## src/rtl/iodelay_tap_cal_pkg.sv

```systemverilog
// Shared definitions for the IODELAY tap calibration block.
//   TAP_BITS_DEF : default tap index width (64 taps)
//   TRAIN_TOGGLE : training pattern rule, consecutive samples must differ
//   cal_state_t  : calibration FSM states
//   train_ok()   : applies the training rule to one sample pair
package iodelay_tap_cal_pkg;

  localparam int unsigned TAP_BITS_DEF = 6;
  localparam logic        TRAIN_TOGGLE = 1'b1;

  typedef enum logic [3:0] {
    S_WAIT_RDY,
    S_RST_DLY,
    S_SETTLE,
    S_MEASURE,
    S_STEP,
    S_CENTRE,
    S_MOVE,
    S_DONE,
    S_ERR
  } cal_state_t;

  function automatic logic train_ok(input logic cur, input logic prev);
    return (cur ^ prev) == TRAIN_TOGGLE;
  endfunction

endpackage

```

## src/rtl/iodelay_tap_cal_sync_ff.sv

```systemverilog
// Multi-flop synchroniser for a level signal crossing into clk.
//   clk   in  destination clock
//   rst_n in  asynchronous active-low reset, flops clear to 0
//   d     in  asynchronous level
//   q     out synchronised level, STAGES cycles of latency
module sync_ff #(
  parameter int unsigned STAGES = 2
) (
  input  logic clk,
  input  logic rst_n,
  input  logic d,
  output logic q
);

  logic [STAGES-1:0] r_sync;

  always_ff @(posedge clk or negedge rst_n) begin
    if (!rst_n) begin
      r_sync <= '0;
    end else begin
      r_sync <= (r_sync << 1) | STAGES'(d);
    end
  end

  assign q = r_sync[STAGES-1];

endmodule

```

## src/rtl/iodelay_tap_cal.sv

```systemverilog
// Sweeps an IODELAY through every tap after IDELAYCTRL is ready, checks a
// toggling training pattern at each tap, then backs the delay off to the
// centre of the first contiguous good window.
//   clk_100MHz      in  capture clock
//   rst_n           in  asynchronous active-low reset
//   idelay_ctrl_rdy in  IDELAYCTRL RDY, asynchronous
//   start_cal       in  recalibrate pulse, honoured in DONE/ERR only
//   sample_bit      in  registered capture of the delayed input
//   dly_rst         out IODELAY RST (reload tap 0)
//   dly_ce          out IODELAY CE (one tap move per pulse)
//   dly_inc         out IODELAY INC (1 = up)
//   cal_tap         out tap currently applied
//   cal_done        out centred on the good window
//   cal_err         out no good tap found
module iodelay_tap_cal
  import iodelay_tap_cal_pkg::*;
#(
  parameter int unsigned TAP_BITS    = TAP_BITS_DEF,
  parameter int unsigned SETTLE_CYC  = 16,
  parameter int unsigned WINDOW_CYC  = 256,
  parameter int unsigned SYNC_STAGES = 2
) (
  input  logic                clk_100MHz,
  input  logic                rst_n,
  input  logic                idelay_ctrl_rdy,
  input  logic                start_cal,
  input  logic                sample_bit,
  output logic                dly_rst,
  output logic                dly_ce,
  output logic                dly_inc,
  output logic [TAP_BITS-1:0] cal_tap,
  output logic                cal_done,
  output logic                cal_err
);

  localparam int unsigned CNT_MAX = (SETTLE_CYC > WINDOW_CYC) ? SETTLE_CYC : WINDOW_CYC;
  localparam int unsigned CNT_W   = (CNT_MAX > 1) ? $clog2(CNT_MAX) : 1;
  localparam logic [CNT_W-1:0]    SETTLE_LAST = CNT_W'(SETTLE_CYC - 1);
  localparam logic [CNT_W-1:0]    WINDOW_LAST = CNT_W'(WINDOW_CYC - 1);
  localparam logic [TAP_BITS-1:0] TAP_MAX     = '1;

  cal_state_t          r_state, w_state_n;
  logic [CNT_W-1:0]    r_cnt, w_cnt_n;
  logic [TAP_BITS-1:0] r_cal_tap, w_tap_n;
  logic [TAP_BITS-1:0] r_first, w_first_n;
  logic [TAP_BITS-1:0] r_last, w_last_n;
  logic [TAP_BITS-1:0] r_target, w_target_n;
  logic                r_found, w_found_n;
  logic                r_closed, w_closed_n;
  logic                r_win_ok, w_win_ok_n;
  logic                r_gap, w_gap_n;
  logic                r_prev;
  logic                r_dly_rst, r_dly_ce, r_dly_inc, r_cal_done, r_cal_err;
  logic                w_ce_n, w_inc_n;
  logic                w_rdy_s;
  logic                w_good;
  logic                w_closed_now;
  logic [TAP_BITS:0]   w_sum;
  logic [TAP_BITS-1:0] w_centre;

  sync_ff #(.STAGES(SYNC_STAGES)) u_rdy_sync (
    .clk   (clk_100MHz),
    .rst_n (rst_n),
    .d     (idelay_ctrl_rdy),
    .q     (w_rdy_s)
  );

  // Window verdict including the current cycle; r_prev holds the previous
  // cycle's sample, which is the last SETTLE sample on the first MEASURE cycle.
  assign w_good   = r_win_ok & train_ok(sample_bit, r_prev);
  assign w_sum    = {1'b0, r_first} + {1'b0, r_last};
  assign w_centre = TAP_BITS'(w_sum >> 1);

  always_comb begin
    w_state_n    = r_state;
    w_cnt_n      = r_cnt;
    w_tap_n      = r_cal_tap;
    w_first_n    = r_first;
    w_last_n     = r_last;
    w_target_n   = r_target;
    w_found_n    = r_found;
    w_closed_n   = r_closed;
    w_win_ok_n   = r_win_ok;
    w_gap_n      = r_gap;
    w_ce_n       = 1'b0;
    w_inc_n      = 1'b0;
    w_closed_now = r_closed;

    unique case (r_state)
      S_WAIT_RDY: begin
        if (w_rdy_s) w_state_n = S_RST_DLY;
      end
      S_RST_DLY: begin
        w_tap_n    = '0;
        w_first_n  = '0;
        w_last_n   = '0;
        w_found_n  = 1'b0;
        w_closed_n = 1'b0;
        w_cnt_n    = '0;
        w_state_n  = S_SETTLE;
      end
      S_SETTLE: begin
        if (r_cnt == SETTLE_LAST) begin
          w_cnt_n    = '0;
          w_win_ok_n = 1'b1;
          w_state_n  = S_MEASURE;
        end else begin
          w_cnt_n = r_cnt + 1'b1;
        end
      end
      S_MEASURE: begin
        w_win_ok_n = w_good;
        if (r_cnt == WINDOW_LAST) begin
          w_cnt_n = '0;
          if (w_good && !r_found) begin
            w_first_n = r_cal_tap;
            w_last_n  = r_cal_tap;
            w_found_n = 1'b1;
          end else if (w_good && !r_closed) begin
            w_last_n = r_cal_tap;
          end else if (!w_good && r_found) begin
            w_closed_n   = 1'b1;
            w_closed_now = 1'b1;
          end
          if (r_cal_tap == TAP_MAX || w_closed_now) begin
            w_state_n = S_CENTRE;
          end else begin
            w_state_n = S_STEP;
            w_ce_n    = 1'b1;
            w_inc_n   = 1'b1;
          end
        end else begin
          w_cnt_n = r_cnt + 1'b1;
        end
      end
      S_STEP: begin
        if (r_cal_tap != TAP_MAX) w_tap_n = r_cal_tap + 1'b1;
        w_cnt_n   = '0;
        w_state_n = S_SETTLE;
      end
      S_CENTRE: begin
        w_cnt_n = '0;
        w_gap_n = 1'b0;
        if (!r_found) begin
          w_state_n = S_ERR;
        end else begin
          w_target_n = w_centre;
          w_state_n  = S_MOVE;
        end
      end
      S_MOVE: begin
        // r_gap marks the cycle the DEC pulse is on the pins; the next
        // decision waits one more cycle so CE never runs back to back.
        if (r_gap) begin
          w_gap_n = 1'b0;
        end else if (r_cal_tap > r_target) begin
          w_ce_n  = 1'b1;
          w_tap_n = r_cal_tap - 1'b1;
          w_gap_n = 1'b1;
        end else if (r_cnt == SETTLE_LAST) begin
          w_state_n = S_DONE;
        end else begin
          w_cnt_n = r_cnt + 1'b1;
        end
      end
      S_DONE, S_ERR: begin
        if (start_cal) w_state_n = S_RST_DLY;
      end
      default: w_state_n = S_WAIT_RDY;
    endcase

    if (!w_rdy_s) begin
      w_state_n = S_WAIT_RDY;
      w_ce_n    = 1'b0;
      w_inc_n   = 1'b0;
    end
  end

  // Control outputs are registered from the next state so each strobe is
  // high exactly for the cycle spent in RST_DLY / STEP / a MOVE gap.
  always_ff @(posedge clk_100MHz or negedge rst_n) begin
    if (!rst_n) begin
      r_state    <= S_WAIT_RDY;
      r_cnt      <= '0;
      r_cal_tap  <= '0;
      r_first    <= '0;
      r_last     <= '0;
      r_target   <= '0;
      r_found    <= 1'b0;
      r_closed   <= 1'b0;
      r_win_ok   <= 1'b0;
      r_gap      <= 1'b0;
      r_prev     <= 1'b0;
      r_dly_rst  <= 1'b0;
      r_dly_ce   <= 1'b0;
      r_dly_inc  <= 1'b0;
      r_cal_done <= 1'b0;
      r_cal_err  <= 1'b0;
    end else begin
      r_state    <= w_state_n;
      r_cnt      <= w_cnt_n;
      r_cal_tap  <= w_tap_n;
      r_first    <= w_first_n;
      r_last     <= w_last_n;
      r_target   <= w_target_n;
      r_found    <= w_found_n;
      r_closed   <= w_closed_n;
      r_win_ok   <= w_win_ok_n;
      r_gap      <= w_gap_n;
      r_prev     <= sample_bit;
      r_dly_rst  <= (w_state_n == S_RST_DLY);
      r_dly_ce   <= w_ce_n;
      r_dly_inc  <= w_inc_n;
      r_cal_done <= (w_state_n == S_DONE);
      r_cal_err  <= (w_state_n == S_ERR);
    end
  end

  assign dly_rst  = r_dly_rst;
  assign dly_ce   = r_dly_ce;
  assign dly_inc  = r_dly_inc;
  assign cal_tap  = r_cal_tap;
  assign cal_done = r_cal_done;
  assign cal_err  = r_cal_err;

endmodule

```

## config.mk

```make
export PLATFORM = sky130hd
export DESIGN_NAME = iodelay_tap_cal
export DESIGN_NICKNAME = d
export VERILOG_FILES = /design/src/rtl/iodelay_tap_cal_pkg.sv /design/src/rtl/iodelay_tap_cal_sync_ff.sv /design/src/rtl/iodelay_tap_cal.sv
export SDC_FILE = /design/constraint.sdc
export NUM_CORES = 1
export LEC_CHECK = 0
export BUFFER_PORTS_ARGS = -buffer_cell sky130_fd_sc_hd__buf_2
export CAP_MARGIN = 20
export CELL_PAD_IN_SITES_DETAIL_PLACEMENT = 0
export CELL_PAD_IN_SITES_GLOBAL_PLACEMENT = 2
export CORE_ASPECT_RATIO = 2
export CORE_MARGIN = 10
export CORE_UTILIZATION = 39
export DETAILED_ROUTE_END_ITERATION = 10
export PLACE_DENSITY = 0.84
export SLEW_MARGIN = 20
export SYNTH_ARGS = -nofsm -noshare
export SYNTH_HDL_FRONTEND = slang
export SYNTH_SLANG_ARGS = --single-unit
```

## constraint.sdc

```tcl
create_clock -name clk_100MHz -period 2.7 [get_ports clk_100MHz]
set_input_delay 0.54 -clock clk_100MHz [delete_from_list [all_inputs] [get_ports clk_100MHz]]
set_output_delay 0.54 -clock clk_100MHz [all_outputs]
set_load 0.02 [all_outputs]
```

==> impl_metrics.env <==
export IMPL_outcome="finished, final reports clean"
export IMPL_die_w_um=79.8
export IMPL_number_of_global_route_vias_before_repair=2341
export IMPL_yosys_warnings=0
export IMPL_cells_traversed_along_the_worst_timing_path="nor2b_1 -> nand3_1 -> inv_1 -> ha_1 -> a211oi_2 -> o21bai_1 -> a21oi_1 -> xnor2_1 -> mux2_2 -> a22o_1"
export IMPL_drtPass1Iterations=5
export IMPL_drt_vias_per_instance=5.35
export IMPL_crit_path_max_incr_delay_ps=450
export IMPL_met3RoutedLength_um=112
export IMPL_multi_input_comb_area_um2=1460
export IMPL_grt_setup_unrepaired="no"
export IMPL_grt_first_pass_wirelength_um=11600
export IMPL_ys_async_sr_fraction=1.00
export IMPL_cts_max_level=2
export IMPL_drive_gt1_frac=0.157
export IMPL_fraction_of_the_mapped_netlist_area_in_simple_logic_gates=0.178
export IMPL_layoutNonFillerInstCount=409
export IMPL_share_of_the_synthesized_area_in_compound_gates_ao_oa_aoi_oai=0.204
export IMPL_initial_utilization=0.401
export IMPL_least_setup_slack_across_all_paths_after_layout_ps=285
export IMPL_postSynth_topFlopCell="sky130_fd_sc_hd__dfrtp_1"
export IMPL_flow_area_growth_from_synthesis_pct=14.1
export IMPL_cts_max_path_bufs=2
export IMPL_gr_total_overflow=0
export IMPL_period_share=0.895
export IMPL_detailed_place_hpwl_um=5480
export IMPL_synth_cell_types=50
export IMPL_synth_edff_count=0
export IMPL_diodes=0
export IMPL_drcViolationCount=0
export IMPL_kind_of_start_point_of_the_critical_path="register"
export IMPL_clk_pin_slew_ps=70
export IMPL_fillers=666
export IMPL_fp_row_count=43
export IMPL_fin_tns_setup_ps=0
export IMPL_slowest_stage="sky130_fd_sc_hd__dfrtp_1"
export IMPL_timing_fmax_mhz=414
export IMPL_synthesis_nets=316
export IMPL_io_buffers=15
export IMPL_nNetsFinal=341
export IMPL_setup_worst_path_class="reg2reg"
export IMPL_met2_length_um=4000
export IMPL_tritoncts_num_sinks=48
export IMPL_end_kind="register"
export IMPL_vdd_ir_drop_max_v=0.000319
export IMPL_mappedNetlistArea_um2=2790
export IMPL_regArea_um2=1200
export IMPL_met1Wirelength_um=2500
export IMPL_ant_nets=0
export IMPL_antenna_found_initial=0
export IMPL_max_cap_viol_count=0
export IMPL_post_synth_adder_cell_area=0.0862
export IMPL_wirelength_um=6910
export IMPL_critPathMaxFanout=8
export IMPL_drt_first_iter_violations=77
export IMPL_postSynthCellCount=293
export IMPL_synth_mux_area_fraction=0.0296
export IMPL_num_vias=2190
export IMPL_top_layer_used="met4"
export IMPL_synth_top_family_by_area="compound AO/OA/AOI/OAI gates"
export IMPL_timing_worst_slew_pin_value_ps=632
export IMPL_critPathBufInv=1
export IMPL_max_slew_margin_rel=0.579
export IMPL_final_hold_viol_count=0
export IMPL_period_minus_slack_ps=2420
export IMPL_syn_mean_instance_area_um2=9.51
export IMPL_boundaryPins=16
export IMPL_final_max_slew_viol_count=0
export IMPL_core_area_um2=6940
export IMPL_area_share_of_xor_xnor_cells_in_the_synthesized_design=0.0251
export IMPL_chipHeight_um=140
export IMPL_post_drt_wl_per_cell_um=16.9
export IMPL_gp_congestion=0.800
export IMPL_synth_seq_cells=48
export IMPL_largest_net_degree_at_the_start_of_global_routing=49
export IMPL_clk_latency_ps=290
export IMPL_p_per_area_nw_per_um2=527
export IMPL_synth_seq_area_share=0.431
export IMPL_critical_path_required_ps=2880
export IMPL_tritoncts_num_buffers=5
export IMPL_power_static_leakage_uw=0.00157
export IMPL_clock_tree_root="sky130_fd_sc_hd__clkbuf_16"
export IMPL_worst_endpoint_arrival_ps=2600
export IMPL_preCtsSetupSlack_ps=181
export IMPL_design_die_area_um2=11100
export IMPL_holdCritPathClass="in2async"
export IMPL_fin_clk_skew_ps=5.62
export IMPL_cp_top_family="compound AO/OA/AOI/OAI gates"
export IMPL_post_place_cells=401
export IMPL_cts_tree="yes"
export IMPL_groute_usage_overall=0.133
export IMPL_setup_violating_endpoint_count_in_the_final_report=0
[sequential cells by signal, summed over array words and instances, names as in the netlist, 2 cells and up]
register / cells
u_rdy_sync.r_sync: 2
r_state: 4
r_target: 6
cal_tap: 6
r_cnt: 8
r_last: 6
r_first: 6
[timing repair]
| item | 4_1_cts | 5_1_grt |
|---|---|---|
| buffers inserted | 0 | 0 |
| resized for setup | 0 | 1 |
| hold buffers | 0 | 0 |
| endpoints found under the setup margin | 0 | 1 |
[cell type report]
| class | count | area share |
|---|---|---|
| Multi-Input combinational cell | 214 | 0.460 |
| Sequential cell | 48 | 0.378 |
| Timing Repair Buffer | 30 | 0.0591 |
| Clock buffer | 5 | 0.0394 |
| Tap cell | 90 | 0.0354 |
| Inverter | 19 | 0.0224 |
| Clock inverter | 3 | 0.00591 |
[per-stage QoR]
step	hold WS (ps)	util	instance area [um^2]	total power [uW]
after floorplan	244	-	2790	996
final	345	0.458	3180	1680
after detailed placement	344	0.436	3030	1080
after CTS	350	0.457	3170	1710
after global placement	332	0.436	3030	1080
after global routing	349	0.458	3180	1770
[cells in the mapped netlist, types with 3 or more instances]
| cell | count | area (um^2) |
|---|---|---|
| sky130_fd_sc_hd__and3_1 | 5 | 31.3 |
| sky130_fd_sc_hd__a211oi_1 | 3 | 22.5 |
| sky130_fd_sc_hd__nor2b_1 | 8 | 50.1 |
| sky130_fd_sc_hd__o21ai_0 | 16 | 80.1 |
| sky130_fd_sc_hd__a21oi_1 | 17 | 85.1 |
| sky130_fd_sc_hd__nor4_1 | 4 | 25.0 |
| sky130_fd_sc_hd__inv_1 | 19 | 71.3 |
| sky130_fd_sc_hd__a21o_1 | 10 | 75.1 |
| sky130_fd_sc_hd__buf_2 | 4 | 20.0 |
| sky130_fd_sc_hd__clkbuf_1 | 6 | 22.5 |
| sky130_fd_sc_hd__mux2i_1 | 6 | 60.1 |
| sky130_fd_sc_hd__a31oi_1 | 4 | 25.0 |
| sky130_fd_sc_hd__nor3_1 | 4 | 20.0 |
| sky130_fd_sc_hd__dfrtp_1 | 48 | 1200 |
| sky130_fd_sc_hd__nand2_1 | 35 | 131 |
| sky130_fd_sc_hd__nor2_1 | 19 | 71.3 |
| sky130_fd_sc_hd__ha_1 | 16 | 200 |
| sky130_fd_sc_hd__a22o_1 | 13 | 114 |
| sky130_fd_sc_hd__xnor2_1 | 4 | 35.0 |
| sky130_fd_sc_hd__xor2_1 | 4 | 35.0 |
| sky130_fd_sc_hd__nand3_1 | 10 | 50.1 |
| sky130_fd_sc_hd__o21bai_1 | 4 | 30.0 |
[logic make-up (layout without fill, tap and decap cells)]
group / Yosys count / in the layout
xor+xnor: 8 / 8
simple gates: 99 / 99
compound gates: 81 / 81
buf+inv: 31 / 57
mux: 8 / 8
fa+ha+maj: 18 / 18
flops: 48 / 48
[cell usage in the layout, fill, tap and decap left out, types with 5 or more instances in the layout]
cell | netlist | final
sky130_fd_sc_hd__a21o_1 | 10 | 10
sky130_fd_sc_hd__a21oi_1 | 17 | 17
sky130_fd_sc_hd__a22o_1 | 13 | 13
sky130_fd_sc_hd__and3_1 | 5 | 5
sky130_fd_sc_hd__buf_2 | 4 | 15
sky130_fd_sc_hd__buf_4 | 0 | 15
sky130_fd_sc_hd__clkbuf_16 | 0 | 5
sky130_fd_sc_hd__dfrtp_1 | 48 | 48
sky130_fd_sc_hd__ha_1 | 16 | 16
sky130_fd_sc_hd__inv_1 | 19 | 19
sky130_fd_sc_hd__mux2i_1 | 6 | 6
sky130_fd_sc_hd__nand2_1 | 35 | 35
sky130_fd_sc_hd__nand3_1 | 10 | 10
sky130_fd_sc_hd__nor2_1 | 19 | 19
sky130_fd_sc_hd__nor2b_1 | 8 | 8
sky130_fd_sc_hd__o21ai_0 | 16 | 16
[report_power, final]
part           total (uW)  internal (uW)  leakage (uW)  switching (uW)
Combinational         280            110      0.000849             170
Sequential            782            750      0.000652            31.8
Clock                 614            342     0.0000736             272
[worst paths after layout]
| kind | startpoint | endpoint | slack (ps) | cells past startpoint |
|---|---|---|---|---|
| worst max-delay path | r_state[3]$_DFF_PN0_ | cal_tap[5]$_DFFE_PN0P_ | 280 | 10 |
| worst min-delay path | rst_n | r_last[0]$_DFFE_PN0P_ | 340 | 2 |
| max in group asynchronous | rst_n | cal_err$_DFF_PN0_ | 1920 | 2 |
| min in group clk_100MHz | u_rdy_sync.r_sync[0]$_DFF_PN0_ | u_rdy_sync.r_sync[1]$_DFF_PN0_ | 350 | 0 |
| worst max register to register | r_state[3]$_DFF_PN0_ | cal_tap[5]$_DFFE_PN0P_ | 280 | 10 |
| worst min register to register | u_rdy_sync.r_sync[0]$_DFF_PN0_ | u_rdy_sync.r_sync[1]$_DFF_PN0_ | 350 | 0 |
[per-layer routing]
layer  vias up  track usage
met5         -            0
met4         0       0.0821
met3        15       0.0219
met2        27        0.255
met1      1059        0.120
li1       1089            -
(Power assumes the default switching activity.)
